<file path="src/rtl/core_pkg.sv">
// rtl/core_pkg.sv - shared core constants and the fetch-stage state encoding
package core_pkg;
  localparam int XLEN = 32;
  localparam logic [XLEN-1:0] NOP_INSTR        = 32'h0000_0013;
  localparam logic [XLEN-1:0] DEFAULT_RESET_PC = 32'h0000_0000;

  typedef enum logic [1:0] {
    ST_IDLE  = 2'd0,
    ST_FETCH = 2'd1,
    ST_HOLD  = 2'd2
  } fetch_state_e;
endpackage

</file>
<file path="src/rtl/fetch_unit.sv">
// rtl/fetch_unit.sv - RV32I fetch stage: one outstanding imem request, holds the word for decode
// Redirects during an unacked request mark it stale (kill) so the address stays stable until the ack.
module fetch_unit
  import core_pkg::*;
#(
  parameter logic [XLEN-1:0] RESET_PC = DEFAULT_RESET_PC
) (
  input  logic            clk,
  input  logic            rst,
  input  logic            stall,
  input  logic            redirect_en,
  input  logic [XLEN-1:0] redirect_pc,
  output logic            imem_req,
  output logic [XLEN-1:0] imem_addr,
  input  logic            imem_ack,
  input  logic [XLEN-1:0] imem_rdata,
  output logic [XLEN-1:0] instruction,
  output logic [XLEN-1:0] pc_out,
  output logic            instr_valid
);

  fetch_state_e    r_state, w_state_nxt;
  logic [XLEN-1:0] r_pc, w_pc_nxt;
  logic [XLEN-1:0] r_req_addr, w_req_addr_nxt;
  logic [XLEN-1:0] r_ir, w_ir_nxt;
  logic [XLEN-1:0] r_ir_pc, w_ir_pc_nxt;
  logic            r_kill, w_kill_nxt;
  logic [XLEN-1:0] w_redir_pc;
  logic [XLEN-1:0] w_seq_pc;

  assign w_redir_pc = redirect_pc & ~32'h0000_0003;
  assign w_seq_pc   = r_req_addr + 32'd4;

  always_ff @(posedge clk) begin
    if (rst) begin
      r_state    <= ST_IDLE;
      r_pc       <= RESET_PC;
      r_req_addr <= RESET_PC;
      r_ir       <= NOP_INSTR;
      r_ir_pc    <= RESET_PC;
      r_kill     <= 1'b0;
    end else begin
      r_state    <= w_state_nxt;
      r_pc       <= w_pc_nxt;
      r_req_addr <= w_req_addr_nxt;
      r_ir       <= w_ir_nxt;
      r_ir_pc    <= w_ir_pc_nxt;
      r_kill     <= w_kill_nxt;
    end
  end

  always_comb begin
    w_state_nxt    = r_state;
    w_pc_nxt       = r_pc;
    w_req_addr_nxt = r_req_addr;
    w_ir_nxt       = r_ir;
    w_ir_pc_nxt    = r_ir_pc;
    w_kill_nxt     = r_kill;
    case (r_state)
      ST_IDLE: begin
        w_state_nxt = ST_FETCH;
        if (redirect_en) begin
          w_pc_nxt       = w_redir_pc;
          w_req_addr_nxt = w_redir_pc;
        end else begin
          w_req_addr_nxt = r_pc;
        end
      end
      ST_FETCH: begin
        if (redirect_en && imem_ack) begin
          w_pc_nxt       = w_redir_pc;
          w_req_addr_nxt = w_redir_pc;
          w_kill_nxt     = 1'b0;
        end else if (redirect_en) begin
          // address must stay put until the stale request is acked
          w_pc_nxt   = w_redir_pc;
          w_kill_nxt = 1'b1;
        end else if (imem_ack && r_kill) begin
          w_req_addr_nxt = r_pc;
          w_kill_nxt     = 1'b0;
        end else if (imem_ack) begin
          w_ir_nxt    = imem_rdata;
          w_ir_pc_nxt = r_req_addr;
          w_pc_nxt    = w_seq_pc;
          w_state_nxt = ST_HOLD;
        end
      end
      ST_HOLD: begin
        if (redirect_en) begin
          w_pc_nxt       = w_redir_pc;
          w_req_addr_nxt = w_redir_pc;
          w_state_nxt    = ST_FETCH;
        end else if (!stall) begin
          w_req_addr_nxt = r_pc;
          w_state_nxt    = ST_FETCH;
        end
      end
      default: w_state_nxt = ST_IDLE;
    endcase
  end

  assign imem_req    = (r_state == ST_FETCH);
  assign imem_addr   = r_req_addr;
  assign instr_valid = (r_state == ST_HOLD);
  assign instruction = instr_valid ? r_ir : NOP_INSTR;
  assign pc_out      = r_ir_pc;

endmodule

</file>
<file path="config.mk">
export PLATFORM = sky130hd
export DESIGN_NAME = fetch_unit
export DESIGN_NICKNAME = d
export VERILOG_FILES = /design/src/rtl/core_pkg.sv /design/src/rtl/fetch_unit.sv
export SDC_FILE = /design/constraint.sdc
export NUM_CORES = 1
export LEC_CHECK = 0
export CORE_UTILIZATION = 52
export DETAILED_ROUTE_END_ITERATION = 10
export PLACE_DENSITY = 0.86
export SLEW_MARGIN = 25
export SYNTH_ARGS = -nofsm -noshare
export SYNTH_HDL_FRONTEND = slang
export SYNTH_SLANG_ARGS = --single-unit
</file>
<file path="constraint.sdc">
create_clock -name clk -period 5.8 [get_ports clk]
set_clock_uncertainty 0.2 [all_clocks]
set_input_delay 0.87 -clock clk [delete_from_list [all_inputs] [get_ports clk]]
set_output_delay 0.87 -clock clk [all_outputs]
set_load 0.02 [all_outputs]
</file>
# Word level (Yosys, flattened, before mapping)
# Cells that the tools add are included.
classes:
  addsub: 1
  eq_ne: 11
  mux: 23
  n_bitwise: 3
  n_reduce_logical: 12
op_table:
  columns: ["cell", "count"]
  rows:
  - ["32-bit 2-to-1 mux", 11]
  - ["32-bit one-hot mux with 3 select lines", 1]
  - ["32-bit one-hot mux with 2 select lines", 1]
  - ["32-bit by 3-bit adder with 32-bit output, second input constant", 1]
  - ["2-bit 2-to-1 mux", 6]
  - ["5-bit AND reduction", 2]
  - ["2-bit != test, second input constant", 3]
  - ["2-bit one-hot mux with 3 select lines", 1]
  - ["3-bit nonzero test", 2]
  - ["4-bit by 2-bit != test with 1-bit output, second input constant", 1]
  - ["4-bit != test, second input constant", 1]
  - ["4-bit AND reduction", 1]
  - ["1-bit 2-to-1 mux", 3]
  - ["3-bit by 1-bit != test with 1-bit output, second input constant", 1]
  - ["3-bit by 2-bit != test with 1-bit output, second input constant", 1]
  - ["3-bit != test, second input constant", 1]
  - ["1-bit NOT", 3]
  - ["3-bit AND reduction", 1]
  - ["2-bit by 1-bit == test with 1-bit output, second input constant", 1]
  - ["2-bit == test, second input constant", 1]
  - ["1-bit logical AND", 2]
  - ["2-bit logical NOT", 1]
  - ["2-bit by 1-bit != test with 1-bit output, second input constant", 1]
  - ["2-bit AND reduction", 1]
  - ["other kinds (2)", 2]
totals:
  ff_bits: 131
  input_bits: 69
  output_inout_bits: 98
  word_cells: 56

# Longest topological paths before layout
logic_depth:
  ltp_word: 6
  depth_mapped: 8
  mapped_depth_nobuf: 6

# Worst setup path before layout
# Ideal clock, no wire load.
synth_path:
  path_type: "reg2out"
  from: "register r_state[1]"
  to: "output port instruction[22]"
  t_arrival_ns: 1.597
  required_time_ns: 4.730
  slack_ns: 3.133
  stages_incl_launch_ff: 5
  n_path_buf: 2
  path_cell_list: "dfxtp_1 > clkbuf_1 > nor2b_1 > clkbuf_1 > and2_1"
synth_between:
  elab_chain_cells: 2
synth_rtl:
  columns: ["item", "line", "text"]
  rows:
  - ["from (decl)", "fetch_unit.sv:22", "fetch_state_e r_state, w_state_nxt;"]
  - ["from (signal assigned)", "fetch_unit.sv:43", "r_state <= w_state_nxt;"]
  - ["2-bit == test", "fetch_unit.sv:104", "assign instr_valid = (r_state == ST_HOLD);"]
  - ["via instr_valid", "fetch_unit.sv:19", "output logic instr_valid"]
  - ["32-bit 2-to-1 mux", "fetch_unit.sv:105", "assign instruction = instr_valid ? r_ir : NOP_INSTR;"]
  - ["to (decl)", "fetch_unit.sv:17", "output logic [XLEN-1:0] instruction,"]
# The timed path passes the listed nets, and every way through them passes these cells.

# Worst setup path in the final report
layout_path:
  from: "register r_state[1]"
  to: "output port instruction[28]"
layout_between:
  elab_chain_cells: 2
layout_rtl:
  columns: ["item", "line"]
  rows:
  - ["2-bit == test", "fetch_unit.sv:104"]
  - ["32-bit 2-to-1 mux", "fetch_unit.sv:105"]
# Every way passes these cells.

==> metrics <==
CTS max path bufs=2; Syn-to-layout area delta=38.1%; Peak VDD IR=~180 uV; pre-CTS setup slack=1.86 ns; via count=about 6300; Leak=about 3.1 nW; distinct cell type count of the synthesized netlist=49; most common cell after layout, fill and taps aside=clkdlybuf4s50_1; WL per Instance=17.3 um; initial antenna violation count=0; CTS clk-pin slew, worst paths=0.06 ns; Crit Path Class=reg2out; outcome=completed; Critical Path AT=about 2.7 ns; Post-synth EDFFs=0; GPL Wtd Cong=between 0.8 and 0.9; Hold/Removal Path Class=reg2reg; CTS tree=built; first-pass GRT wire length=27800 um; Slew HR=between 30% and 40%; Post-Syn Instances=759; Setup Total Neg Slack=0 ns; share of cells above drive strength 1=5.99%; fin crit share=64.6%; Finished Layout Cells=1044; Final min period=3.75 ns; final worst setup slack=around 2.1 ns; hpwl dp=about 12000 um; Synth Register Bits=around 130; initial DRC count=623; GRT Total Usage=between 20 and 30%; Inst Count DP=1012; vias in the first global route=about 5700; Yosys top cell area share=43.3%; commonest non-fill, non-tap cells in the layout=clkdlybuf4s50_1 (163), nand2_1 (150), dfxtp_1 (130), a21oi_1 (79), nor2_1 (59); Post-Syn Nets=slightly above 800; slew at the pin closest to its max-slew limit=0.985 ns; final setup fails=0; DIE AREA=between 0.01 and 0.015 mm^2; Top FF cell, synth=dfxtp_1; Mean Syn Cell Area=between 7 and 8 um^2; largest net degree at the start of global routing=80; area leader, netlist=dfxtp_1; Port Buffers=164; Vias/cell=around 6; root cell of the clock tree=clkbuf_16; Sink Count=~130; Post-CTS Setup Bufs=0; die width=between 100 and 150 um; drc violations=0; worst-path fanout max=34; synth top area cells=dfxtp_1 (43%), nand2_1 (9.3%), a21oi_1 (6.6%); final hold viol count=0; Layout Nets=958; sequential share of the synthesized area=43.3%; number of buffers created by CTS=17; CP required=4.73 ns; Rows=39; Die Ht=between 100 and 150 um; fin. max-slew vios=0; number of diodes=0; final WL=18100 um; hold buffer count at CTS=0; Final ANT Viol Nets=0; ys async rst share=0%; critical path capture point type=output port; DRT Pass-1 Iters=6; PD cells=around 300 mW/mm^2; total grt overflow=0; core footprint=0.0114 mm^2; fmax=267 MHz; Max-cap violations=0; clk_lat worst skew=0.41 ns; # IOs=roughly 170; Synth Cell Area=about 0.0061 mm^2; RSZ-0062 raised after global routing=no; starting density of the core=53.3%; Synth warnings=0; post-CTS resize count=0; CP startpoint kind=flop; H-tree depth=4
area by class of cell:
cell class              count  area (um^2)
clock buffers              20          457
clock inverters            12          179
fillers                   834         3000
inverters                   8         30.0
multi-input cells         558         3200
flip-flops and latches    131         2620
well taps                 143          179
repair buffers            172         1700
routing by layer:
metal,vias to the layer above,wire [um],global-route usage [%]
met5,-,0,0
met4,0,263,12.5
met3,36,1680,7.23
met2,364,8950,50.0
met1,2947,7210,35.6
li1,2924,-,-
kinds of logic after synthesis:
logic type	synth area share [%]
AOI/OAI and AO/OA	20.8
and+or+nand+nor	23.6
muxes	4.13
adders and majority gates	0.206
xor gates and xnor gates	3.32
DFF	43.3
buffers and inverters	4.67
Yosys cell counts (2+ instances only):
library cell  instances
a311oi_1              6
a222oi_1              3
dfxtp_1             131
and2_1               29
a22oi_1              11
nand2_1             150
nand4_1               5
and4_1                3
buf_1                 5
nor2_1               60
buf_2                15
clkbuf_1             41
nand2b_1              3
or3_1                 6
o2111ai_1             3
nand3_1              13
a21o_1                2
mux2i_1              25
a21oi_1              80
and3_1                9
a221oi_1              4
nor3_1                9
nand3b_1              3
o22ai_1              12
a31oi_1               2
xnor2_1               3
o21a_1                2
nor4_1                4
o21ai_0              28
nand4_2               2
xor2_1               20
inv_1                 8
a211oi_1             43
nor2b_1               4
report_power, final:
| group | switching, W | total [W] | leakage (nW) | internal (W) |
|---|---|---|---|---|
| clock | 0.000397 | 0.00114 | 0.303 | 0.000743 |
| sequential | 0.0000741 | 0.00103 | 1.07 | 0.000954 |
| combinational | 0.000187 | 0.000347 | 1.71 | 0.000160 |
worst paths after layout:
kind              start               to  slack, ns  depth (start not counted)
max          r_state[1]  instruction[28]       2.05                          3
min            r_ir[25]         r_ir[25]       0.25                          2
max reg2reg  r_state[0]    imem_addr[10]       2.70                          5
min reg2reg    r_ir[25]         r_ir[25]       0.25                          2
flip-flops by register name, indices dropped and copies added, names as in the netlist:
signal	flops
r_ir	32
imem_addr	32
pc_out	32
r_kill	1
r_pc	32
r_state	2
through the flow:
| step | power [W] | utilization (%) | cell area [um^2] | hold WS (ns) |
|---|---|---|---|---|
| floorplan | 0.00122 | - | 6060 | 0.229 |
| global placement | 0.00137 | 67.9 | 7720 | 0.237 |
| detailed placement | 0.00138 | 68.0 | 7730 | 0.245 |
| CTS | 0.00252 | 73.5 | 8360 | 0.253 |
| global route | 0.00260 | 73.6 | 8370 | 0.276 |
| finish | 0.00251 | 73.6 | 8370 | 0.253 |
worst max-delay path, cell delays in order, from the launching register on:
cell and delay (ns):
dfxtp_1 0.72, nor2b_4 0.66, and2_1 0.26, clkdlybuf4s50_1 0.62
Note: power is estimated with default switching activity, not from simulation.
